[src/rtl/pipeline_hazard_ctrl.sv]
// Stall/flush sequencer for the 5-stage core.
// Resolves data-memory wait, taken branch, load-use hazard and fetch wait
// by fixed priority, sequences multi-cycle IF/ID flushes after a taken
// branch and keeps saturating stall/flush event counters.
module pipeline_hazard_ctrl #(
  parameter int unsigned REG_ADDR_WIDTH = 5,
  parameter int unsigned FLUSH_CYCLES   = 1,
  parameter int unsigned CNT_WIDTH      = 32
) (
  input  logic                      i_clock,
  input  logic                      i_reset,
  input  logic [REG_ADDR_WIDTH-1:0] i_idRs1,
  input  logic [REG_ADDR_WIDTH-1:0] i_idRs2,
  input  logic                      i_idUseRs1,
  input  logic                      i_idUseRs2,
  input  logic [REG_ADDR_WIDTH-1:0] i_exRd,
  input  logic                      i_exIsLoad,
  input  logic                      i_exRegWe,
  input  logic                      i_exBranchTaken,
  input  logic                      i_ifBusy,
  input  logic                      i_memBusy,
  output logic                      o_stallPC,
  output logic                      o_stallIFID,
  output logic                      o_stallIDEX,
  output logic                      o_stallEXMEM,
  output logic                      o_flushIFID,
  output logic                      o_flushIDEX,
  output logic [1:0]                o_state,
  output logic [CNT_WIDTH-1:0]      o_stallCount,
  output logic [CNT_WIDTH-1:0]      o_flushCount
);

  localparam int unsigned         FCNT_W      = $clog2(FLUSH_CYCLES + 1);
  localparam logic [FCNT_W-1:0]   FCNT_RELOAD = FCNT_W'(FLUSH_CYCLES - 1);
  localparam logic [FCNT_W-1:0]   FCNT_ONE    = FCNT_W'(1);

  typedef enum logic [1:0] {
    RUN        = 2'd0,
    MEM_WAIT   = 2'd1,
    FLUSH      = 2'd2,
    LOAD_STALL = 2'd3
  } state_t;

  state_t                state_q, state_d;
  logic [FCNT_W-1:0]     fcnt_q, fcnt_d;
  logic [CNT_WIDTH-1:0]  stall_cnt_q, stall_cnt_d;
  logic [CNT_WIDTH-1:0]  flush_cnt_q, flush_cnt_d;
  logic                  hz;
  logic                  any_stall;
  logic                  br_accept;

  // Load in EX whose destination (not x0) is read by the ID instruction.
  assign hz = i_exIsLoad & i_exRegWe & (i_exRd != '0) &
              ((i_idUseRs1 & (i_idRs1 == i_exRd)) |
               (i_idUseRs2 & (i_idRs2 == i_exRd)));

  // State, flush counter and performance counter registers.
  always_ff @(posedge i_clock) begin
    if (i_reset) begin
      state_q     <= RUN;
      fcnt_q      <= '0;
      stall_cnt_q <= '0;
      flush_cnt_q <= '0;
    end else begin
      state_q     <= state_d;
      fcnt_q      <= fcnt_d;
      stall_cnt_q <= stall_cnt_d;
      flush_cnt_q <= flush_cnt_d;
    end
  end

  // Next-state selection by rule priority; the flush sequence is tracked by
  // fcnt so a memory wait in the middle of it keeps the remaining count.
  always_comb begin
    state_d   = RUN;
    fcnt_d    = fcnt_q;
    br_accept = 1'b0;
    if (i_memBusy) begin
      state_d = MEM_WAIT;
    end else if (i_exBranchTaken) begin
      br_accept = 1'b1;
      fcnt_d    = FCNT_RELOAD;
      state_d   = (FLUSH_CYCLES > 1) ? FLUSH : RUN;
    end else if (fcnt_q != '0) begin
      fcnt_d  = fcnt_q - FCNT_ONE;
      state_d = (fcnt_q == FCNT_ONE) ? RUN : FLUSH;
    end else if (hz) begin
      state_d = LOAD_STALL;
    end else begin
      state_d = RUN;
    end

    stall_cnt_d = stall_cnt_q;
    if (any_stall && (stall_cnt_q != '1)) begin
      stall_cnt_d = stall_cnt_q + 1'b1;
    end
    flush_cnt_d = flush_cnt_q;
    if (br_accept && (flush_cnt_q != '1)) begin
      flush_cnt_d = flush_cnt_q + 1'b1;
    end
  end

  // Stall/flush outputs from current inputs and registered flush count.
  always_comb begin
    o_stallPC    = 1'b0;
    o_stallIFID  = 1'b0;
    o_stallIDEX  = 1'b0;
    o_stallEXMEM = 1'b0;
    o_flushIFID  = 1'b0;
    o_flushIDEX  = 1'b0;
    if (i_reset) begin
      o_flushIFID = 1'b1;
      o_flushIDEX = 1'b1;
    end else if (i_memBusy) begin
      o_stallPC    = 1'b1;
      o_stallIFID  = 1'b1;
      o_stallIDEX  = 1'b1;
      o_stallEXMEM = 1'b1;
    end else if (i_exBranchTaken) begin
      o_flushIFID = 1'b1;
      o_flushIDEX = 1'b1;
    end else if (fcnt_q != '0) begin
      o_flushIFID = 1'b1;
    end else if (hz) begin
      o_stallPC   = 1'b1;
      o_stallIFID = 1'b1;
      o_flushIDEX = 1'b1;
    end else if (i_ifBusy) begin
      o_stallPC   = 1'b1;
      o_flushIFID = 1'b1;
    end
  end

  assign any_stall    = o_stallPC | o_stallIFID | o_stallIDEX | o_stallEXMEM;
  assign o_state      = state_q;
  assign o_stallCount = stall_cnt_q;
  assign o_flushCount = flush_cnt_q;

endmodule

[config.mk]
export PLATFORM = sky130hd
export DESIGN_NAME = pipeline_hazard_ctrl
export DESIGN_NICKNAME = d
export VERILOG_FILES = /design/src/rtl/pipeline_hazard_ctrl.sv
export SDC_FILE = /design/constraint.sdc
export NUM_CORES = 1
export LEC_CHECK = 0
export CAP_MARGIN = 25
export CORE_ASPECT_RATIO = 0.8
export CORE_MARGIN = 8
export CORE_UTILIZATION = 30
export CTS_BUF_LIST = sky130_fd_sc_hd__clkbuf_4 sky130_fd_sc_hd__clkbuf_8 sky130_fd_sc_hd__clkbuf_16
export DETAILED_ROUTE_END_ITERATION = 16
export GPL_ROUTABILITY_DRIVEN = 1
export PLACE_DENSITY = 0.53
export RECOVER_POWER = 50
export SETUP_SLACK_MARGIN = 0.3
export SLEW_MARGIN = 10
export SYNTH_ARGS = -nofsm -noshare
export SYNTH_HDL_FRONTEND = slang
export SYNTH_SLANG_ARGS = --single-unit
[constraint.sdc]
create_clock -name i_clock -period 2.4 [get_ports i_clock]
set_input_delay 0.6 -clock i_clock [delete_from_list [all_inputs] [get_ports i_clock]]
set_output_delay 0.6 -clock i_clock [all_outputs]
set_load 0.01 [all_outputs]
# Word level (Yosys, flattened, before mapping)
# Index checks and enable logic that the tools add are counted.
# classes
addsub	3
n_eq_ne	4
muxes	29
bitwise	9
n_reduce_logical	4
# op_table
operator	n
$add 32x1->32 const B	2
$ne 32x32->1 const B	2
$mux 1	28
$eq 5x5->1	2
$and 1x1->1	5
$reduce_bool 5->1	1
$or 1x1->1	4
$reduce_or 4->1	1
$logic_and 1x1->1	2
$mux 2	1
$sub 1x1->1 const B	1
# totals
ff_bits	67
output_inout_bits	72

# Depth between registers and ports, before layout
# depth
word_depth	13
depth_mapped	9

# Worst setup path after synthesis
# No wires, ideal clock.
# synth_path
path_kind	input port to output port
startpoint	input port i_exRd[0]
endpoint	output port o_flushIFID
t_arrival_ps	2076
required_ps	1800
slack_ps	-276
stages	6
path_buffers	1
path_cell_list	or3_1 -> o311a_1 -> a31oi_4 -> buf_2 -> inv_1 -> nor2_1
# synth_between
elab_chain_cells	9
elab_cells_between_ends	13
classes_between	2 x eq/ne; 5 x mux; 5 x bitwise; 1 x reduce/logical
# synth_rtl
item	line	text
from (decl)	16	input logic [REG_ADDR_WIDTH-1:0] i_exRd,
$eq 5x5->1, on equally long branches	54, 55	
$and 1x1->1, on equally long branches	54, 55	
$or 1x1->1	54	((i_idUseRs1 & (i_idRs1 == i_exRd)) |
$and 1x1->1 (*)	53	assign hz = i_exIsLoad & i_exRegWe & (i_exRd != '0) &
$mux 1 (*)	124	end else if (hz) begin
$mux 1 (*)	122	end else if (fcnt_q != '0) begin
$mux 1 (*)	119	end else if (i_exBranchTaken) begin
$mux 1 (*)	114	end else if (i_memBusy) begin
$mux 1 (*)	111	if (i_reset) begin
to (decl)	26	output logic o_flushIFID,
# Mark *: on every way between the ends. The rest lies on a longest branch, timed or not.

# Final worst setup path
# layout_path
startpoint	input port i_exRd[1]
endpoint	output port o_flushIFID
# Same word-level chain as after synthesis.

==> results_dict.tcl <==
set metrics [dict create \
    core-area_um2 10800 \
    synth_area_um2 3300 \
    start_util_pct 30.5 \
    dp_hpwl_um 7170 \
    pwr-share-comb_pct 10.4 \
    grt_overflow_total 0 \
    relSlewSlack_pct 61.8 \
    cts-buffers-inserted 9 \
    avgViaCountPerCell 4.79 \
    peakVddDrop_mv 0.271 \
    min_period_over_period_pct 109 \
    startpoint_type "input pin" \
    dieArea_um2 14600 \
    slew_viol_final 0 \
    violations "negative setup slack" \
    die_h_um 110 \
    drc 0 \
    clockPowerShare_pct 48.9 \
    clk_latency_ns 0.33 \
    setup_viol_count_final 35 \
    ys_seq_area_share_pct 40.1 \
    sw_frac_of_total_pct 22.7 \
    finalCriticalPeriod_ns 2.62 \
    rows 34 \
    chipWidth_um 133 \
    grt_usage_pct 14.4 \
    status "complete, but fails checks" \
    hold_class "flip-flop to flip-flop" \
    instances_no_fill 682 \
    grt_pass1_vias 3345 \
    synthToLayoutAreaGrowth_pct 67.5 \
    syn_avg_cell_area_um2 8.50 \
    final_cell_area_um2 5530 \
    drt_iter0_markers 150 \
    crit_arrival_ns 2.02 \
    setup_ws_ns -0.224 \
    internal-power_mw 2.11 \
    routabilityCongestion 0.799 \
    rsz0062_at_grt "yes" \
    wl_per_cell_um 15.3 \
    cts_buffer_depth 2 \
    postSynthNetCount 414 \
    ys_warn_count 0 \
    worst_slew_pin_slew_ns 0.573 \
    seqPwrFrac_pct 40.7 \
    end_kind "primary output" \
    port_buffers 95 \
    place_ws_ns -0.940 \
    switchingPower_uw 619 \
    fmax_ghz 0.381 \
    placed_area_um2 4620 \
    num_antenna_cells 0 \
    drtPass1Iterations 4 \
    io_pins 96 \
    worst-path-max-fanout 3 \
    antenna_left 0 \
    p_per_area_nw_per_um2 494 \
    final_cell_mix "nor2_1, dfxtp_1, dlygate4sd3_1" \
    grt_max_degree 41 \
    cts_sinks 66 \
    clkTransAtPathRegs_ns 0.06 \
    antenna_found_initial 0 \
    cts-root-buf "clkbuf_16" \
    final_common_cell "nor2_1" \
    skew_ns 0.00629 \
    maxCapViolCount 0 \
    yosys.cell_types.count 40 \
    tritoncts "built" \
    crit_type "input pin to primary output" \
    h-tree-depth 3 \
    ys_seq_elements 66 \
    required_ns 1.80 \
    placed_cells 643 \
    syn_inst 388 \
    wirelength_um 10400 \
    nNetsFinal 559 \
    grt_pass1_wl_um 17000 \
    final_hold_viol_count 0 \
    leakagePower_nw 2.28 \
    vias 3270 \
    drive_gt1_share_pct 28.1 \
    nFillCells 1040 \
]
## final cells by class
class	instances	area (um^2)	share of cell area, %
Timing Repair Buffer	150	1470	26.6
Clock buffer	11	253	4.57
Multi-Input combinational cell	300	2210	40.1
Tap cell	144	180	3.26
Inverter	6	25.0	0.453
Sequential cell	66	1330	24.1
Clock inverter	5	52.6	0.951
## Yosys cell counts
cell type	instances	share of area (%)
nand4_2	1	0.38
buf_4	1	0.23
mux2i_1	7	2.1
a41o_1	1	0.30
nand2_1	24	2.7
buf_2	3	0.46
o22ai_1	1	0.19
xnor2_1	40	11
and4_1	8	2.1
o31ai_1	1	0.23
a21oi_1	25	3.8
or3_1	1	0.19
nor3_2	1	0.30
inv_1	6	0.68
nand3_1	25	3.8
nor4_1	2	0.38
o31a_1	1	0.27
a21o_1	1	0.23
nand4bb_1	1	0.34
nor3b_2	1	0.38
a31oi_4	1	0.64
ha_1	2	0.76
a21boi_2	1	0.34
nor2b_1	5	0.95
nor2_1	63	7.2
dfxtp_1	66	40
o311a_1	1	0.30
and4_4	1	0.34
clkbuf_1	12	1.4
nor3_1	1	0.15
nand2b_1	5	0.95
xor2_1	24	6.4
and2_1	11	2.1
a21oi_2	1	0.27
or3_4	1	0.34
a211oi_1	1	0.23
or3b_1	1	0.27
nand4_1	21	4.0
and3_1	18	3.4
a311oi_1	1	0.27
## per-layer routing
metal | up-vias | global-route usage, % | share of wire, % | wire length [um]
li1 | 1627 | - | - | -
met1 | 1544 | 18.0 | 47 | 4870
met2 | 89 | 22.9 | 46 | 4780
met3 | 10 | 4.57 | 6.3 | 658
met4 | 0 | 5.36 | 1.2 | 129
met5 | - | 0 | 0 | 0
## critical path, cell delays in order
cell and delay, ns:
buf_8 0.10, or3_4 0.39, o311a_4 0.38, a31oi_4 0.21, buf_6 0.13, inv_4 0.03
nor2_4 0.07, buf_6 0.10
## sequential cells by signal (all words and copies together) (netlist names)
register and count:
o_flushCount 32, o_stallCount 32, o_state 2
## metrics by stage
stage	hold WS (ns)	util, %	TNS, ns	total power, mW
after floorplan	0.494	-	-0.194	1.22
after global placement	0.477	42.8	-20.58	1.33
after detailed placement	0.498	42.8	-21.01	1.33
after CTS	0.512	50.1	-1.94	2.76
after global routing	0.537	51.1	-6.21	2.83
final	0.494	51.1	-3.84	2.73
## cells by family (layout without fill, tap and decap cells)
logic type / Yosys count / in the layout / share of synthesized area (%)
DFF: 66 / 66 / 40.1
adders and majority gates: 2 / 2 / 0.759
AOI/OAI and AO/OA: 36 / 36 / 7.06
xor gates and xnor gates: 64 / 64 / 17.0
buffers and inverters: 22 / 172 / 2.73
muxes: 7 / 7 / 2.12
and+or+nand+nor: 191 / 191 / 30.3
## path summary, 6_finish.rpt
| check | slack [ns] | from | to | cells past startpoint |
|---|---|---|---|---|
| hold reg to reg | 0.49 | o_stallCount[10] | o_stallCount[10] | 1 |
| hold / removal | 0.49 | o_stallCount[10] | o_stallCount[10] | 1 |
| setup reg to reg | 0.14 | o_stallCount[0] | o_stallCount[28] | 9 |
| setup / recovery | -0.22 | i_exRd[1] | o_flushIFID | 8 |
## power groups by stage
stage | registers [mW] | logic, mW | clock network [mW]
floorplan | 1.14 | 0.0794 | 0
global placement | 1.13 | 0.199 | 0
detailed placement | 1.13 | 0.201 | 0
CTS | 1.11 | 0.273 | 1.38
global route | 1.11 | 0.305 | 1.42
finish | 1.11 | 0.285 | 1.34
## what timing repair did
action / in CTS / in global routing
setup buffers: 16 / 4
endpoints found under the setup margin: 45 / 53
hold buffers: 0 / 0
pin swaps: 71 / 28
cloned: 3 / 0
resized for setup: 159 / 27
Power figures use the tool's default switching activity.
==> variant 1: new RTL, same settings <==
Put one more register stage on the output `o_flushCount`, with the module's reset. The value now appears one clock later. The other outputs are not delayed to match.
--- a/src/rtl/pipeline_hazard_ctrl.sv
+++ b/src/rtl/pipeline_hazard_ctrl.sv
@@ -136,3 +136,9 @@
   assign o_stallCount = stall_cnt_q;
-  assign o_flushCount = flush_cnt_q;
+  always_ff @(posedge i_clock) begin
+    if (i_reset) begin
+      o_flushCount <= '0;
+    end else begin
+      o_flushCount <= flush_cnt_q;
+    end
+  end
 
Function: changed (Yosys sat finds a counterexample within 4 cycles, from zero or initial values and one cycle with i_reset high).
==> variant 1 against the original RTL <==
- the run still ends with negative setup slack left
- sequential share of layout area rose by 5.9 points
- area after synthesis is 28% higher
- die area rose by 24%
- cell count is 17% higher
- total power increased by 29%
- global-route usage is 2.0 points lower
- final area increased by 19%
- sequential cell count grew 32
- register-to-register slack got worse by 0.09 ns
- setup slack improved by 0.14 ns
- routed wire length increased by 11%
==> variant 1: results (changes against the original RTL) <==
Max rail drop VDD 0.000301 V (+11%); Post-DP HPWL 7450 um (+3.9%); GP Congestion 0.811 (+1.5%); Netlist cell types 53 (+33%); Setup TNS Final -0.245 ns (+3.60 ns); largest net degree at the start of global routing 102 (+150%); number of global-route vias before repair 3576 (+6.9%); Syn-to-layout area delta 56.1%; GRT Overall Usage 12.4% (-2.0 points); first-pass GRT wire length 18400 um (+8.2%); Clock Skew 0.00538 ns (-0.000901 ns); Leak 2.48 nW (+8.8%); failing checks negative setup slack; top cells by area, synth dfxtp_1 (47%), xor2_1 (6.6%), nor2b_1 (5.8%); reg2reg setup slack 0.05 ns (-0.09 ns); Final setup viols 6 (-83%); Cell Area, Placed 5550 um^2 (+20%); synth cell count leaders dfxtp_1 (98), nor2_1 (56), nor2b_1 (39); fin nets 638 (+14%); r2r startpoint o_stallCount[19]; H-Tree Depth 3 (unchanged); syn_nets 483 (+17%); DR iter-0 viols 112 (-25%); Max-slew headroom 60.0% (-1.9 points); share of cells above drive strength 1 28.5% (+0.46 points); reg2reg end o_stallCount[1]; Fillers 1287 (+24%); slowest stage delay, CP 0.49 ns (+0.10 ns); Worst Path Arrival 2.76 ns (+0.74 ns); HP Class reg2reg; Reg2Reg Depth 10 (+1); final worst slack -0.0871 ns (+0.137 ns); Worst Hold Launch flush_cnt_q[20]; hold-critical path endpoint o_flushCount[20]; Critical Path Fanout Max 7 (+4); slowest CP cell or4_4; drt total wl 11600 um (+11%); sequential area share after synthesis 46.5% (+6.5 points); status finished with violations
variant 1: cell count changes after synthesis, moves of 6 or more:
cell | unedited run | this run
mux2i_1 | 7 | 1
o21ai_0 | 0 | 7
nor2_1 | 63 | 56
xor2_1 | 24 | 32
xnor2_1 | 40 | 18
a21oi_1 | 25 | 15
nor2b_1 | 5 | 39
nor3_1 | 1 | 10
or3_1 | 1 | 10
and3_1 | 18 | 12
and2_1 | 11 | 3
dfxtp_1 | 66 | 98
variant 1: critical path, delay by kind of cell:
kind / cells / cell delay [ns]
buffers and inverters: 8 / 0.81
AND/OR/NAND/NOR: 3 / 0.64
AO/OA/AOI/OAI: 3 / 0.58
XOR/XNOR: 1 / 0.13
variant 1: where the power goes:
part           switching, mW  internal [mW]
sequential           0.00648           1.63
clock                  0.652          0.925
combinational          0.137          0.159
total                  0.795           2.72
variant 1: metrics by stage:
stage | cells | worst slack, ns
floorplan | 457 | 0.162
global placement | 749 | -0.774
detailed placement | 749 | -0.783
CTS | 782 | -0.0656
global route | 797 | -0.158
finish | 797 | -0.0871
variant 1: what timing repair did:
action	CTS	global route
endpoints found under the setup margin	68	60
pin swaps	53	28
resized for setup	118	62
cloned	3	0
buffers inserted	14	14
variant 1: cells by family (layout without fill, tap and decap cells):
logic type               Yosys count  count (layout)  share of synthesized area, %
AO/OA/AOI/OAI                     38              38                          5.40
XOR/XNOR                          50              50                          10.4
adder cells (fa/ha/maj)            2               2                         0.593
buffers and inverters             21             179                          2.91
flip-flops                        98              98                          46.5
multiplexers                       7               7                          2.02
AND/OR/NAND/NOR                  241             243                          32.2
variant 1: area by class of cell:
| cell class | instances | area share (%) |
|---|---|---|
| Multi-Input combinational cell | 340 | 38.6 |
| Sequential cell | 98 | 30.0 |
| Timing Repair Buffer | 159 | 22.8 |
| Clock buffer | 9 | 3.42 |
| Tap cell | 180 | 3.42 |
| Clock inverter | 7 | 1.52 |
| Inverter | 4 | 0.342 |
variant 1: per-layer routing:
metal  vias to the layer above  track usage (%)  wire, um
met4                         0             4.01       157
li1                       1882                -         -
met5                         -                0         0
met1                      1779             16.5      5520
met2                        77             19.0      5130
met3                        14             3.52       777
variant 1: worst max path at each step:
stage | start | to | cells after the start
floorplan | i_exRd[0] | o_stallCount[1] | 10
CTS | i_exRd[1] | o_stallPC | 7
finish | i_exRd[1] | o_stallCount[27] | 15
global placement | i_exRd[0] | o_flushIFID | 7
global route | i_exRd[1] | o_stallCount[18] | 14
detailed placement | i_exRd[0] | o_flushIFID | 7
==> variant 2: new RTL, config.mk and constraints unchanged <==
Made on the original files. The parameter `CNT_WIDTH` goes from 32 to 40.
--- a/src/rtl/pipeline_hazard_ctrl.sv
+++ b/src/rtl/pipeline_hazard_ctrl.sv
@@ -7,3 +7,3 @@
   parameter int unsigned FLUSH_CYCLES   = 1,
-  parameter int unsigned CNT_WIDTH      = 32
+  parameter int unsigned CNT_WIDTH      = 40
 ) (
Interface: changed (resized o_flushCount and o_stallCount); port bits go from 96 to 112. The function was not compared with the original's and may differ.
==> variant 2 against the original RTL <==
- global-route usage rose by 1.6 points
- sequential cell count grew 16
- routed wire length is 52% higher
- sequential share of layout area down 1.4 points
- area after synthesis increased by 35%
- critical path type unchanged
- final area is 31% higher
- total power increased by 18%
- non-clock buffer count is 46 higher
- setup slack gained 0.038 ns
- clock power up 9.7%
- highest routed layer unchanged
- the flow still finishes with violations (negative setup slack)
==> variant 2: results (changes against the original RTL) <==
cells resized by post-CTS repair 114 (-28%); Avg WL per Cell 17.8 um (+16%); Netlist cell types 53 (+33%); Setup TNS Final -1.25 ns (+2.59 ns); met2 WL post-DR 7320 um (+53%); Via density 5.38 (+12%); failing checks negative setup slack; largest net degree at the start of global routing 78 (+90%); Leak 2.73 nW (+20%); Fillers 1327 (+28%); Max-slew headroom 39.4% (-22 points); fin nets 729 (+30%); Clock Latency Late Sink 0.35 ns (+0.02 ns); first-pass GRT wire length 25000 um (+47%); GP Congestion 0.796 (-0.40%); Worst Hold Launch o_stallCount[28]; met1 wire length 7200 um (+48%); top cells by area, synth dfxtp_1 (37%), xnor2_1 (5.1%), nor2_1 (5.1%); IO buf count 111 (+17%); drt pass-1 iters 5 (+1); status finished with violations; Final setup viols 15 (-57%); GRT Overall Usage 16.0% (+1.6 points); DR iter-0 viols 341 (+130%); r2r startpoint o_stallCount[9]; Clock Skew 0.00732 ns (+0.00104 ns); DR WL met3 976 um (+48%); sequential area share after synthesis 36.9% (-3.1 points); chip width 152 um (+14%); Post-CTS Setup Repair Bufs 15 (-1); synth cell count leaders dfxtp_1 (82), nor2_1 (60), nand3_1 (38); number of global-route vias before repair 4709 (+41%); Max rail drop VDD 0.000337 V (+24%); Post-DP HPWL 9910 um (+38%); final worst slack -0.186 ns (+0.0383 ns); DP Worst Slack -0.931 ns (+0.00943 ns)
==> variant 2: path summary, 6_finish.rpt <==
| kind | slack [ns] | depth (start not counted) | end |
|---|---|---|---|
| max reg2reg | 0.11 | 7 | o_stallCount[34] |
| max | -0.19 | 7 | o_flushIFID |
| min | 0.51 | 2 | o_stallCount[28] |
| min reg2reg | 0.51 | 2 | o_stallCount[28] |
==> variant 2: final cells by class <==
class,count,area (um^2),area share (%)
inverter,7,28.8,0.397
sequential,82,1650,22.7
clock inverter,2,35.0,0.483
tap,184,230,3.18
timing repair buffer,196,1990,27.4
clock buffer,13,274,3.78
multi-input combinational,407,3040,42.0
==> variant 2: kinds of logic (layout without fill, tap and decap cells) <==
family | Yosys count | after routing | share of synthesized area, %
fa+ha+maj | 2 | 2 | 0.563
compound gates | 77 | 77 | 12.0
mux | 8 | 8 | 2.03
flops | 82 | 82 | 36.9
simple gates | 273 | 274 | 34.9
buf+inv | 37 | 218 | 4.53
xor+xnor | 46 | 46 | 9.06
==> variant 2: per-stage QoR <==
stage	std cells	area (um^2)
final	891	7250
after global routing	891	7250
after CTS	880	6960
after detailed placement	842	6060
after global placement	842	6060
after floorplan	525	4500
==> variant 2: report_power, final <==
part           internal (mW)  total, mW  switching [mW]  leakage (nW)
registers               1.37       1.37         0.00816         0.663
logic                  0.202      0.368           0.166          1.92
clock network          0.896       1.47           0.572         0.155
==> variant 2: critical path, cell delays in order <==
cell and delay (ns):
buf_6 0.09, or3_4 0.37, o311a_1 0.32, and2_4 0.19, a21o_1 0.20, nor2_2 0.08, buf_2 0.13
==> variant 2: layer usage <==
layer  track usage, %  vias to the layer above
li1                 -                     2316
met1             20.0                     2306
met2             25.1                      144
met3             5.06                       24
met4             6.22                        0
met5                0                        -
